===== config.mk =====
export PLATFORM = sky130hd
export DESIGN_NAME = univ_shift_deser
export DESIGN_NICKNAME = d
export VERILOG_FILES = /design/src/rtl/univ_shift_deser.sv
export SDC_FILE = /design/constraint.sdc
export NUM_CORES = 1
export LEC_CHECK = 0
export ABC_CLOCK_PERIOD_IN_PS = 2300
export BUFFER_PORTS_ARGS = -buffer_cell sky130_fd_sc_hd__buf_4
export CAP_MARGIN = 20
export CORE_MARGIN = 2
export CORE_UTILIZATION = 56
export DETAILED_ROUTE_END_ITERATION = 12
export PLACE_DENSITY = 0.84
export SLEW_MARGIN = 10
export SYNTH_ARGS = -nofsm -noshare
export SYNTH_HDL_FRONTEND = slang
export SYNTH_SLANG_ARGS = --single-unit

===== constraint.sdc =====
create_clock -name clk -period 2.3 [get_ports clk]
set_input_delay 0.115 -clock clk [delete_from_list [all_inputs] [get_ports clk]]
set_output_delay 0.115 -clock clk [all_outputs]
set_load 0.01 [all_outputs]

===== src/rtl/univ_shift_deser.sv =====
// Serial-in / parallel-out deserializer with a one-deep valid/ready output register.
// Optional even-parity bit after each word when USR_DESER_PARITY_EN is defined.
module univ_shift_deser #(
  parameter int WIDTH = 8,
  parameter int CNT_W = 4
) (
  input  logic             clk,
  input  logic             rst_a,
  input  logic             clr,
  input  logic             sin,
  input  logic             sin_valid,
  input  logic             lsb_first,
  output logic [WIDTH-1:0] op,
  output logic             op_valid,
  input  logic             op_ready,
  output logic             overrun,
  output logic             busy,
  output logic [CNT_W-1:0] bit_cnt,
  output logic             parity_err
);

  typedef enum logic [1:0] {
    IDLE  = 2'd0,
    SHIFT = 2'd1,
    PAR   = 2'd2
  } state_t;

  state_t           state;
  logic [WIDTH-1:0] sr;
  logic [WIDTH-1:0] sr_next;
  logic [WIDTH-1:0] word;
  logic             dir_q;
  logic             shift_dir;
  logic             accept;
  logic             complete;
  logic             perr;
  logic             last_data;

  assign busy      = (state != IDLE);
  assign accept    = sin_valid && !clr;
  assign last_data = (bit_cnt == CNT_W'(WIDTH - 1));

  always_comb begin
    // The first bit of a word uses the live direction input; dir_q is latched on that same edge.
    shift_dir = (state == IDLE) ? lsb_first : dir_q;
    sr_next   = shift_dir ? {sin, sr[WIDTH-1:1]} : {sr[WIDTH-2:0], sin};
`ifdef USR_DESER_PARITY_EN
    complete  = accept && (state == PAR);
    word      = sr;
    perr      = (^sr) ^ sin;
`else
    complete  = accept && (state == SHIFT) && last_data;
    word      = sr_next;
    perr      = 1'b0;
`endif
  end

  always_ff @(posedge clk) begin
    if (!rst_a) begin
      state      <= IDLE;
      sr         <= '0;
      dir_q      <= 1'b0;
      bit_cnt    <= '0;
      op         <= '0;
      op_valid   <= 1'b0;
      overrun    <= 1'b0;
      parity_err <= 1'b0;
    end else begin
      overrun <= 1'b0;
      if (op_valid && op_ready)
        op_valid <= 1'b0;

      if (complete) begin
        if (!op_valid || op_ready) begin
          op         <= word;
          op_valid   <= 1'b1;
          parity_err <= perr;
        end else begin
          overrun <= 1'b1;
        end
      end

      if (clr) begin
        state   <= IDLE;
        bit_cnt <= '0;
      end else if (sin_valid) begin
        case (state)
          IDLE: begin
            sr      <= sr_next;
            dir_q   <= lsb_first;
            bit_cnt <= CNT_W'(1);
            state   <= SHIFT;
          end
          SHIFT: begin
            sr <= sr_next;
            if (last_data) begin
`ifdef USR_DESER_PARITY_EN
              state   <= PAR;
              bit_cnt <= CNT_W'(WIDTH);
`else
              state   <= IDLE;
              bit_cnt <= '0;
`endif
            end else begin
              bit_cnt <= bit_cnt + CNT_W'(1);
            end
          end
          PAR: begin
            state   <= IDLE;
            bit_cnt <= '0;
          end
          default: begin
            state   <= IDLE;
            bit_cnt <= '0;
          end
        endcase
      end
    end
  end

endmodule

==> impl_metrics.tcl <==
set metrics [dict create \
    p_leak_uw 0.000492 \
    crit_path_end_kind "register" \
    finalWirelength_mm 2.23 \
    postCtsHoldBufs 0 \
    max_stage_delay_on_crit_path_ps 490 \
    final_util 0.704 \
    clk_transition_reported_paths_ps 120 \
    postCtsResizedCells 0 \
    drcViolationCount 0 \
    power.internal_uw 520 \
    wire_length_of_the_first_global_routing_pass_mm 3.62 \
    hold_violations 0 \
    critPathSlowestCell "sky130_fd_sc_hd__and3_1" \
    worst_setup_slack_before_clock_tree_synthesis_ps 505 \
    place.port_buffers 21 \
    io_pins 23 \
    seq_power_share 0.635 \
    nets 135 \
    netlist_top_cells_area "sky130_fd_sc_hd__dfxtp_1, sky130_fd_sc_hd__a211oi_2, sky130_fd_sc_hd__mux2i_1" \
    clock_power_share 0.256 \
    h_tree_levels 1 \
    run_status "complete, no violations" \
    timing.critical_path.arrival_ps 2010 \
    async_reset_ff_frac 0 \
    gp_congestion 0.814 \
    timing.critical_path.fanout_max 10 \
    finalInstanceArea_um2 1240 \
    postSynthRegisterBits 24 \
    postSynthCellCount 109 \
    number_of_enable_type_register_cells_in_the_synthesized_netlist 0 \
    routed_wire_length_per_instance_um 14.8 \
    via_count_of_the_first_global_routing_pass 789 \
    clk-insertion-delay-late_ps 310 \
    worst_setup_path_start_kind "register" \
    synth_cell_type_count 26 \
    combinationalPowerShare 0.109 \
    setup_total_negative_slack_ps 0 \
    power.switching_uw 168 \
    detail-route-antenna-nets 0 \
    post_layout_minimum_cycle_time_ps 1830 \
    cts.sinks 24 \
    clk_path_buf_depth 2 \
    post-synth-top-count-cell "sky130_fd_sc_hd__dfxtp_1" \
    timing.clock.skew_ps 4.09 \
    yosys.area.top_type "sky130_fd_sc_hd__dfxtp_1" \
    grt_max_degree 28 \
    detail_route.vias_per_cell 5.93 \
    r2r.worst_path.cells 4 \
    worstHoldPathType "input pin to register" \
    dieWidth_um 48.0 \
    worst-r2r-setup-slack_ps 470 \
    yosys.area.top_type_share 0.443 \
    cts-root-buf "sky130_fd_sc_hd__clkbuf_4" \
    syn-cell-area_um2 1080 \
    path_cells "ha_1, and4b_1, and3_1, a211oi_2" \
    timing.final.setup_violations 0 \
    placed_cell_area_um2 1220 \
    worstPathRequired_ps 2480 \
    ir_worst_vdd_uv 394 \
    hold_path_depth 2 \
    mean_post_synth_cell_area_um2 9.94 \
    seq_area_frac_synth 0.443 \
    layout_setup_ws_ps 471 \
    cts_setup_buffers 0 \
    max-cap-violations 0 \
    worst_setup_path_class "register to register" \
    detailedRoute.firstIterationViolations 24 \
    synth_nets 117 \
    netlist_top_cells_count "sky130_fd_sc_hd__dfxtp_1, sky130_fd_sc_hd__a21oi_1, sky130_fd_sc_hd__a31oi_1, sky130_fd_sc_hd__o21ai_0" \
    global_route.usage.total 0.228 \
    vias 890 \
    syn2layout_area_growth_pct 14.5 \
    insertedDiodeCount 0 \
    max_clock_freq_mhz 547 \
    antenna_found_initial 0 \
    power.density_cell_area_nw_per_um2 555 \
    yosysWarnings 0 \
    post-route-period-util 0.795 \
    timing.max_slew.rel_slack 0.662 \
    floorplan.die_area_um2 2300 \
    cts_tree "done" \
    initial_util 0.614 \
    postSynth.topFlopCell "sky130_fd_sc_hd__dfxtp_1" \
    proportion_of_layout_cells_with_a_drive_suffix_above_1 0.280 \
    worstMarginPinSlew_ps 507 \
    fp.dieH_um 48.0 \
    coreArea_um2 1760 \
    overflow 0 \
    core.rowCount 15 \
    cts_buf_count 3 \
    number_of_detailed_routing_iterations_run_before_antenna_repair 4 \
    p_sw_frac 0.244 \
    place_hpwl_mm 1.57 \
    power.total_uw 688 \
    rsz0062_at_grt "no" \
    maxSlewViolCount 0 \
]
==> power by group through the flow <==
stage | registers (uW) | logic [uW] | clock network (uW)
floorplan | 444 | 54.3 | 0
global placement | 446 | 72.3 | 0
detailed placement | 446 | 74.9 | 0
CTS | 437 | 75.1 | 182
global route | 438 | 83.4 | 194
finish | 437 | 75.3 | 176
==> flip-flops by register name (all words and copies together), names as in the netlist <==
signal    count
state         1
dir_q         1
bit_cnt       4
op_valid      1
overrun       1
op            8
sr            8
==> final cells by class <==
| class | instances | area [um^2] |
|---|---|---|
| multi-input cells | 74 | 531 |
| fillers | 148 | 523 |
| flip-flops and latches | 24 | 480 |
| repair buffers | 23 | 173 |
| well taps | 25 | 31.3 |
| clock buffers | 3 | 22.5 |
| inverters | 1 | 3.75 |
==> critical path: cells and delay by family (launching register included) <==
family                   cells  cell delay [ps]
AND/OR/NAND/NOR              2              910
flip-flops                   1              420
adder cells (fa/ha/maj)      1              240
AO/OA/AOI/OAI                1              130
==> metrics by stage <==
stage / hold WS (ps) / cells
floorplan: 253 / 109
global placement: 371 / 147
detailed placement: 385 / 147
CTS: 49.9 / 150
global route: 60.2 / 150
finish: 57.0 / 150
==> metal layers <==
layer  track usage  share of wire
met5             0              0
met2         0.349           0.48
met3        0.0226          0.051
met1         0.325           0.46
met4        0.0973         0.0063
==> final timing paths <==
kind | endpoint | start
max | op[4]$_SDFFE_PN0P_ | bit_cnt[0]$_SDFFE_PP0P_
min | state[0]$_SDFFE_PP0P_ | sin_valid
max reg2reg | op[4]$_SDFFE_PN0P_ | bit_cnt[0]$_SDFFE_PP0P_
min reg2reg | bit_cnt[1]$_SDFFE_PP0P_ | bit_cnt[1]$_SDFFE_PP0P_
==> kinds of logic after synthesis <==
logic type,Yosys count,share of synthesized area
compound gates,41,0.262
fa+ha+maj,1,0.0115
mux,9,0.0947
simple gates,22,0.118
other cells,1,0.00346
flops,24,0.443
buf+inv,11,0.0670
==> cells in the final DEF, fill, tap and decap left out, drive strengths merged, types with 2 or more instances in the layout <==
master  synthesis  final
nand2b          4      4
nand3           3      3
a21oi          12     12
a211oi         10     10
nor2            5      5
buf             8     23
a31oi           9      9
o21ai           9      9
nor2b           3      3
and3b           2      2
mux2i           9      9
dfxtp          24     24
clkbuf          2      3
No activity file was read; power rests on OpenSTA's default activity.
